File: src/rtl/vga_pattern_gen.sv
// VGA timing and test-pattern generator with an internal pixel-clock divider and frame-latched mode.
// Optional build macro VGA_PATTERN_SCROLL_EN scrolls the checker and gradient patterns by one pixel per frame.
module vga_pattern_gen #(
   parameter int CLK_DIV     = 4,
   parameter int COLOR_BITS  = 4,
   parameter int H_DISPLAY   = 640,
   parameter int H_FRONT     = 16,
   parameter int H_SYNC      = 96,
   parameter int H_BACK      = 48,
   parameter int V_DISPLAY   = 480,
   parameter int V_FRONT     = 10,
   parameter int V_SYNC      = 2,
   parameter int V_BACK      = 33,
   parameter int HSYNC_POL   = 0,
   parameter int VSYNC_POL   = 0,
   parameter int CHECK_SHIFT = 5
) (
   input  logic                  clk,
   input  logic                  reset,
   input  logic [1:0]            mode,
   output logic                  hsync,
   output logic                  vsync,
   output logic                  display_on,
   output logic [9:0]            hpos,
   output logic [9:0]            vpos,
   output logic [COLOR_BITS-1:0] red,
   output logic [COLOR_BITS-1:0] green,
   output logic [COLOR_BITS-1:0] blue,
   output logic                  frame_start
);

   localparam int H_TOTAL = H_DISPLAY + H_FRONT + H_SYNC + H_BACK;
   localparam int V_TOTAL = V_DISPLAY + V_FRONT + V_SYNC + V_BACK;
   localparam int DIV_W   = (CLK_DIV > 1) ? $clog2(CLK_DIV) : 1;

   localparam logic [DIV_W-1:0]      DIV_LAST = DIV_W'(CLK_DIV - 1);
   localparam logic [9:0]            H_LAST   = 10'(H_TOTAL - 1);
   localparam logic [9:0]            V_LAST   = 10'(V_TOTAL - 1);
   localparam logic [9:0]            H_VIS    = 10'(H_DISPLAY);
   localparam logic [9:0]            V_VIS    = 10'(V_DISPLAY);
   localparam logic [9:0]            H_EDGE   = 10'(H_DISPLAY - 1);
   localparam logic [9:0]            V_EDGE   = 10'(V_DISPLAY - 1);
   localparam logic [9:0]            HS_BEG   = 10'(H_DISPLAY + H_FRONT);
   localparam logic [9:0]            HS_END   = 10'(H_DISPLAY + H_FRONT + H_SYNC - 1);
   localparam logic [9:0]            VS_BEG   = 10'(V_DISPLAY + V_FRONT);
   localparam logic [9:0]            VS_END   = 10'(V_DISPLAY + V_FRONT + V_SYNC - 1);
   localparam logic [9:0]            BAR_W    = 10'(H_DISPLAY / 8);
   localparam logic [COLOR_BITS-1:0] C_MAX    = '1;
   localparam logic                  HS_ACT   = 1'(HSYNC_POL);
   localparam logic                  VS_ACT   = 1'(VSYNC_POL);

   // Clamp the colour-bar index so columns past the eighth bar stay white.
   function automatic logic [2:0] sat_bar(input logic [9:0] idx);
      return (idx > 10'd7) ? 3'd7 : idx[2:0];
   endfunction

   function automatic logic [COLOR_BITS-1:0] fill(input logic on);
      return on ? C_MAX : '0;
   endfunction

   logic [DIV_W-1:0] div_cnt;
   logic [9:0]       h_cnt;
   logic [9:0]       v_cnt;
   logic [1:0]       mode_q;
   logic             tick;
   logic             last_h;
   logic             last_v;

   assign tick   = (div_cnt == DIV_LAST);
   assign last_h = (h_cnt == H_LAST);
   assign last_v = (v_cnt == V_LAST);

   always_ff @(posedge clk or posedge reset) begin
      if (reset) begin
         div_cnt <= '0;
      end else if (tick) begin
         div_cnt <= '0;
      end else begin
         div_cnt <= div_cnt + DIV_W'(1);
      end
   end

   // Mode only changes on the tick that wraps to (0,0), so a frame never mixes patterns.
   always_ff @(posedge clk or posedge reset) begin
      if (reset) begin
         h_cnt  <= '0;
         v_cnt  <= '0;
         mode_q <= 2'd0;
      end else if (tick) begin
         if (last_h) begin
            h_cnt <= '0;
            if (last_v) begin
               v_cnt  <= '0;
               mode_q <= mode;
            end else begin
               v_cnt <= v_cnt + 10'd1;
            end
         end else begin
            h_cnt <= h_cnt + 10'd1;
         end
      end
   end

   logic [9:0] x_p0;

`ifdef VGA_PATTERN_SCROLL_EN
   logic [7:0] frame_cnt;

   always_ff @(posedge clk or posedge reset) begin
      if (reset) begin
         frame_cnt <= 8'd0;
      end else if (tick && last_h && last_v) begin
         frame_cnt <= frame_cnt + 8'd1;
      end
   end

   assign x_p0 = h_cnt + {2'b00, frame_cnt};
`else
   assign x_p0 = h_cnt;
`endif

   // ---- stage p0: decode the current counter state into sync and pixel colour ----
   logic                  vis_p0;
   logic                  hs_p0;
   logic                  vs_p0;
   logic [2:0]            bar_p0;
   logic [COLOR_BITS-1:0] red_p0;
   logic [COLOR_BITS-1:0] green_p0;
   logic [COLOR_BITS-1:0] blue_p0;
   logic                  unused_x;

   assign unused_x = ^x_p0;

   always_comb begin
      vis_p0   = (h_cnt < H_VIS) && (v_cnt < V_VIS);
      hs_p0    = (h_cnt >= HS_BEG) && (h_cnt <= HS_END);
      vs_p0    = (v_cnt >= VS_BEG) && (v_cnt <= VS_END);
      bar_p0   = sat_bar(h_cnt / BAR_W);
      red_p0   = '0;
      green_p0 = '0;
      blue_p0  = '0;
      case (mode_q)
         2'd0: begin
            red_p0   = fill(bar_p0[0]);
            green_p0 = fill(bar_p0[1]);
            blue_p0  = fill(bar_p0[2]);
         end
         2'd1: begin
            red_p0   = fill(x_p0[CHECK_SHIFT] ^ v_cnt[CHECK_SHIFT]);
            green_p0 = red_p0;
            blue_p0  = red_p0;
         end
         2'd2: begin
            red_p0   = x_p0[COLOR_BITS+3:4];
            green_p0 = v_cnt[COLOR_BITS+3:4];
            blue_p0  = red_p0 ^ green_p0;
         end
         default: begin
            red_p0   = fill((h_cnt[3:0] == 4'd0) || (v_cnt[3:0] == 4'd0) ||
                            (h_cnt == H_EDGE) || (v_cnt == V_EDGE));
            green_p0 = red_p0;
            blue_p0  = red_p0;
         end
      endcase
      if (!vis_p0) begin
         red_p0   = '0;
         green_p0 = '0;
         blue_p0  = '0;
      end
   end

   // ---- stage p1: registered outputs, one pixel behind the counters ----
   always_ff @(posedge clk or posedge reset) begin
      if (reset) begin
         hsync       <= ~HS_ACT;
         vsync       <= ~VS_ACT;
         display_on  <= 1'b0;
         hpos        <= '0;
         vpos        <= '0;
         red         <= '0;
         green       <= '0;
         blue        <= '0;
         frame_start <= 1'b0;
      end else begin
         frame_start <= tick && (h_cnt == 10'd0) && (v_cnt == 10'd0);
         if (tick) begin
            hsync      <= hs_p0 ? HS_ACT : ~HS_ACT;
            vsync      <= vs_p0 ? VS_ACT : ~VS_ACT;
            display_on <= vis_p0;
            hpos       <= h_cnt;
            vpos       <= v_cnt;
            red        <= red_p0;
            green      <= green_p0;
            blue       <= blue_p0;
         end
      end
   end

endmodule

File: config.mk
export PLATFORM = sky130hd
export DESIGN_NAME = vga_pattern_gen
export DESIGN_NICKNAME = d
export VERILOG_FILES = /design/src/rtl/vga_pattern_gen.sv
export SDC_FILE = /design/constraint.sdc
export NUM_CORES = 1
export LEC_CHECK = 0
export ABC_AREA = 1
export BUFFER_PORTS_ARGS = -buffer_cell sky130_fd_sc_hd__buf_2
export CAP_MARGIN = 20
export CORE_ASPECT_RATIO = 1.75
export CORE_UTILIZATION = 40
export DETAILED_ROUTE_END_ITERATION = 8
export PLACE_DENSITY = 0.69
export SYNTH_ARGS = -nofsm -noshare
export SYNTH_HDL_FRONTEND = slang
export SYNTH_SLANG_ARGS = --single-unit
File: constraint.sdc
create_clock -name clk -period 2.1 [get_ports clk]
set_input_delay 0.21 -clock clk [delete_from_list [all_inputs] [get_ports clk]]
set_output_delay 0.21 -clock clk [all_outputs]
set_load 0.005 [all_outputs]
After elaboration in Yosys (flattened, before gate mapping):

Cells that the tools add are included.

* add/subtract/negate cells: 3
* div/mod/pow operators: 1
* order comparisons: 7
* equality and inequality tests: 7
* muxes and demuxes: 17
* bitwise logic cells: 2
* reductions and logical operators: 15

Operators with widths (count)
* 4-bit one-hot mux with 3 select lines: 3
* 4-bit two-way mux: 8
* 10-bit == test (second input constant): 3
* 10-bit by 1-bit adder with 10-bit output (second input constant): 2
* 10-bit zero test: 2
* 10-bit two-way mux: 2
* 10-bit by 7-bit divider with 10-bit output (second input constant): 1
* 10-bit by 9-bit == test with 1-bit output (second input constant): 1
* 10-bit greater-or-equal comparator (second input constant): 1
* 10-bit by 9-bit greater-or-equal comparator with 1-bit output (second input constant): 1
* 10-bit by 3-bit greater-than comparator with 1-bit output (second input constant): 1
* 10-bit <= comparator (second input constant): 1
* 10-bit by 9-bit <= comparator with 1-bit output (second input constant): 1
* 10-bit < comparator (second input constant): 1
* 10-bit by 9-bit < comparator with 1-bit output (second input constant): 1
* 4-bit zero test: 2
* 1-bit logical AND: 5
* 2-bit == test (second input constant): 2
* 4-bit bitwise XOR: 1
* 1-bit logical OR: 3
* 3-bit two-way mux: 1
* 3-bit AND reduction: 1
* 2-bit by 1-bit adder with 2-bit output (second input constant): 1
* 2-bit by 1-bit == test with 1-bit output (second input constant): 1
* other kinds (5): 6

* register bits: 60
* input bits: 4
* output and inout bits: 36

Depth between registers and ports, before layout:

* depth in word-level cells: 7
* mapped depth: 16
* depth with buffers taken out: 16

Least setup slack after synthesis:

OpenSTA, ideal clock, no wires.

* kind: register to register
* start: register div_cnt[0]
* end: register v_cnt[9]
* arrival: 1544 ps
* required time: 1977 ps
* path slack: 433 ps
* stages on the path, launching flop included: 12
* clock period less this slack: 1667 ps
* cell sequence: dfrtp_1 -> ha_1 -> clkbuf_1 -> inv_1 -> nor2_2 -> nand2_1 -> nor2_2 -> inv_2 -> nor3_4 -> nand2_1 -> nor2_1 -> nor3_2

* cells in the longest elaborated chain, start to end: 2

Ends and longest elaborated chain
* from (decl): RTL line 61 `logic [DIV_W-1:0] div_cnt;`
* from (signal assigned): RTL line 79 `div_cnt <= div_cnt + DIV_W'(1);`
* 2-bit == test: RTL line 69 `assign tick = (div_cnt == DIV_LAST);`
* 2-bit AND reduction (no source line)
* to (signal assigned): RTL line 96 `v_cnt <= v_cnt + 10'd1;`
* to (decl): RTL line 63 `logic [9:0] v_cnt;`

No other way between the ends.
A chain may end at the register's enable or synchronous reset.

Final worst setup path:

* start: register h_cnt[9]
* end: register green[3]

* cells in the longest elaborated chain, start to end: 6
* elaborated cells on any way between the ends: 12

Ends and longest elaborated chain
* from (decl): RTL line 62 `logic [9:0] h_cnt;`
* from (signal assigned): RTL line 99 `h_cnt <= h_cnt + 10'd1;`
* 10-bit by 7-bit divider with 10-bit output or 10-bit == test (tied branches): RTL line 138, 160
* 10-bit by 3-bit greater-than comparator with 1-bit output or 1-bit logical OR (tied branches): RTL line 54, 159
* 3-bit two-way mux or 1-bit logical OR (tied branches): RTL line 54, 160
* 4-bit two-way mux: RTL line 58 `return on ? C_MAX : '0;`
* 4-bit one-hot mux with 3 select lines: RTL line 142 `case (mode_q)`
* 4-bit two-way mux *: RTL line 165 `if (!vis_p0) begin`
* to (signal assigned): RTL line 193 `green <= green_p0;`
* to (decl): RTL line 27 `output logic [COLOR_BITS-1:0] green,`

Every way passes the cells marked *; elsewhere a longest branch is shown, timed or not.

==> reports/summary.txt <==
Status = finished, final reports clean
Post-Layout Cell Count = 519
Row count = 41
Crit-path leading delay family = simple AND/OR/NAND/NOR gates
Final count of hold timing violations = 0
Dpl ws = 0.167 ns
Number of synthesized flops with an enable pin = 0
Synth top area share = 48.6%
CP bufs+invs = 2
CP max stage delay = 0.43 ns
CP max stage cell = dfrtp_1
Crit path max fanout = 6
DR WL/cell = 13.8 µm
Clock power frac = 55.6%
HPWL Detailed = 5350 µm
Core Area = 7230 µm²
Worst Path Required = 2.32 ns
PortBufs = 39
Cells after Synth = 374
H-tree levels = 3
Total GRT Usage = 20.8%
Setup-failing EPs final = 0
Yosys cell types = 33
Die area = 7840 µm²
Crit path top cell by count = nand2_1
# diodes = 0
Initial detailed-routing violation count = 125
Longest Clk Path Bufs = 2
RSZ-0062 raised after global routing = no
Initial antenna violation count = 0
Critical path, cell by cell = nand2_1, nand2_1, nor2_1, inv_2, nand2_2, nand2_1, nand2_2, inv_1, nand2_1, nand3_1, nand2_1, nand3_1, nand2_1, nand2_1
Synth Cell Area = 2990 µm²
Yosys warning count = 0
Largest cells by area after synthesis = dfrtp_1, nand2_1, o21ai_0
Drc violations = 0
Post-synth top flop = dfrtp_1
Sum of negative setup slack = 0 ns
Pwr dens = 729 nW/µm²
Crit path arrival time = 2.10 ns
Logic pwr share = 1.2%
TritonCTS buffer count = 9
Measured slew at the worst slew-check pin = 0.497 ns
Chip width = 67.3 µm
Clk slew on worst S/H paths = 0.05 ns
Setup repair bufs after CTS = 0
Peak VDD IR = 0.000402 V
Worst hold path type = in -> reg
Net Switching = 0.498 mW
Largest net degree at the start of global routing = 50
CTS tree = done
Internal Pwr Total = 2.18 mW
Drt via density = 5.14
Sequential power share = 43.3%
Maxcap violations = 0
Die H = 116 µm
Number of global-route vias before repair = 2546
Final worst path period share = 89.7%
Drt pass-1 iters = 4
DRT antenna net count = 0
Crit path time final = 1.88 ns
Most instantiated cells after synthesis = nand2_1, dfrtp_1, inv_1, o21ai_0, nor2_1
Layout filler cell count = 691
Final max-slew violation count = 0
Sw Share = 18.6%
Final worst setup slack = 0.216 ns
Share of cells above drive strength 1 = 21.5%
Worst Setup End Kind = register
Initial Utilization = 41.3%
Placed Cells = 502
Gr ovfl total = 0
Hold_ws = 0.105 ns
Area Overhead vs Synth = 22.9%
FF+latch count, synth = 60
Leak Pwr = 1.85 nW
Cell taking the most area after synthesis = dfrtp_1
CP Class = reg -> reg
Global-route wire length before repair = 11900 µm
Clock sink count = 60
Worst slew margin = 66.8%
Average size of a mapped cell = 7.99 µm²
IO Count = 40
Routed via count = 2669
WL final = 7160 µm
GPL Wtd Cong = 0.982
Later-pin clock latency in the skew report = 0.33 ns
Async S/R FF share, synth = 100%
Fmax = 531 MHz
Final #Nets = 437
Final Skew = 0.00688 ns
Startpoint types = register
Mapped Nets = 383
Sequential fraction of the synthesis area = 50.3%
Most frequent cell after synthesis = nand2_1
Clk root buf = clkbuf_16
-- state kept, by name, summed over array words and instances (netlist names) --
signal / flops
v_cnt: 10
vsync: 1
div_cnt: 2
hpos: 10
blue: 4
vpos: 10
green: 4
hsync: 1
red: 4
mode_q: 2
frame_start: 1
h_cnt: 10
display_on: 1
-- worst paths after layout --
kind,endpoint,cells after the start,slack [ns],from
worst max-delay path,green[3],14,0.22,h_cnt[9]
worst min-delay path,mode_q[0],3,0.10,mode[0]
worst max register to register,green[3],14,0.22,h_cnt[9]
worst min register to register,div_cnt[0],1,0.43,div_cnt[0]
max in group asynchronous,vsync,4,1.01,reset
min in group asynchronous,hpos[0],3,0.46,reset
-- power groups by stage --
stage / logic [mW] / registers (mW) / clock network [mW]
after floorplan: 0.0168 / 1.18 / 0
after global placement: 0.0326 / 1.18 / 0
after detailed placement: 0.0331 / 1.18 / 0
after CTS: 0.0344 / 1.16 / 1.52
after global routing: 0.0376 / 1.16 / 1.57
final: 0.0321 / 1.16 / 1.49
-- cell families after synthesis --
kind of cell	after synthesis	synth area share [%]
AO/OA/AOI/OAI	59	10.7
AND/OR/NAND/NOR	190	27.5
flip-flops	60	50.3
XOR/XNOR	7	2.05
buffers and inverters	53	7.28
adder cells (fa/ha/maj)	5	2.09
-- timing repair --
item | 4_1_cts | 5_1_grt
hold endpoints to repair | 19 | 0
gates resized for setup | 0 | 1
setup endpoints to repair | 0 | 2
hold buffers | 1 | 0
-- layer usage --
metal  vias up  share of wire, %  global-route usage [%]
met1      1263                39                    23.4
met3        17               3.5                    4.20
met5         -                 0                       0
met4         0               3.4                    12.8
li1       1314                 -                       -
met2        75                54                    35.0
-- per-stage QoR --
stage	instance area [µm²]	util, %	power, mW
finish	3670	50.8	2.68
global route	3670	50.8	2.77
CTS	3670	50.8	2.71
detailed placement	3360	46.4	1.21
global placement	3360	46.4	1.21
floorplan	2990	-	1.19
-- placed cells by master (no fill, tap or decap), types with 6 or more instances in the layout --
| cell type | count |
|---|---|
| nand2_1 | 112 |
| nor2_1 | 29 |
| dfrtp_1 | 58 |
| o21ai_0 | 34 |
| inv_1 | 32 |
| buf_2 | 39 |
| inv_2 | 8 |
| nand2_2 | 7 |
| buf_4 | 15 |
| clkbuf_16 | 9 |
| a21oi_1 | 18 |
| nor3_1 | 6 |
| nand3_1 | 20 |
-- tightest hold or removal path, delay by kind of cell --
family | cells | cell delay, ns
buffers and inverters | 1 | 0.08
AND/OR/NAND/NOR | 2 | 0.10
-- area by class of cell --
cell class                 count  area (µm²)  area share, %
clock buffer                  15         278           7.56
clock inverter                 1        30.0          0.817
inverter                      40         150           4.09
multi-input combinational    261        1270           34.5
sequential                    60        1500           40.9
tap                           86         108           2.93
timing repair buffer          56         338           9.19
(Power assumes the default switching activity.)
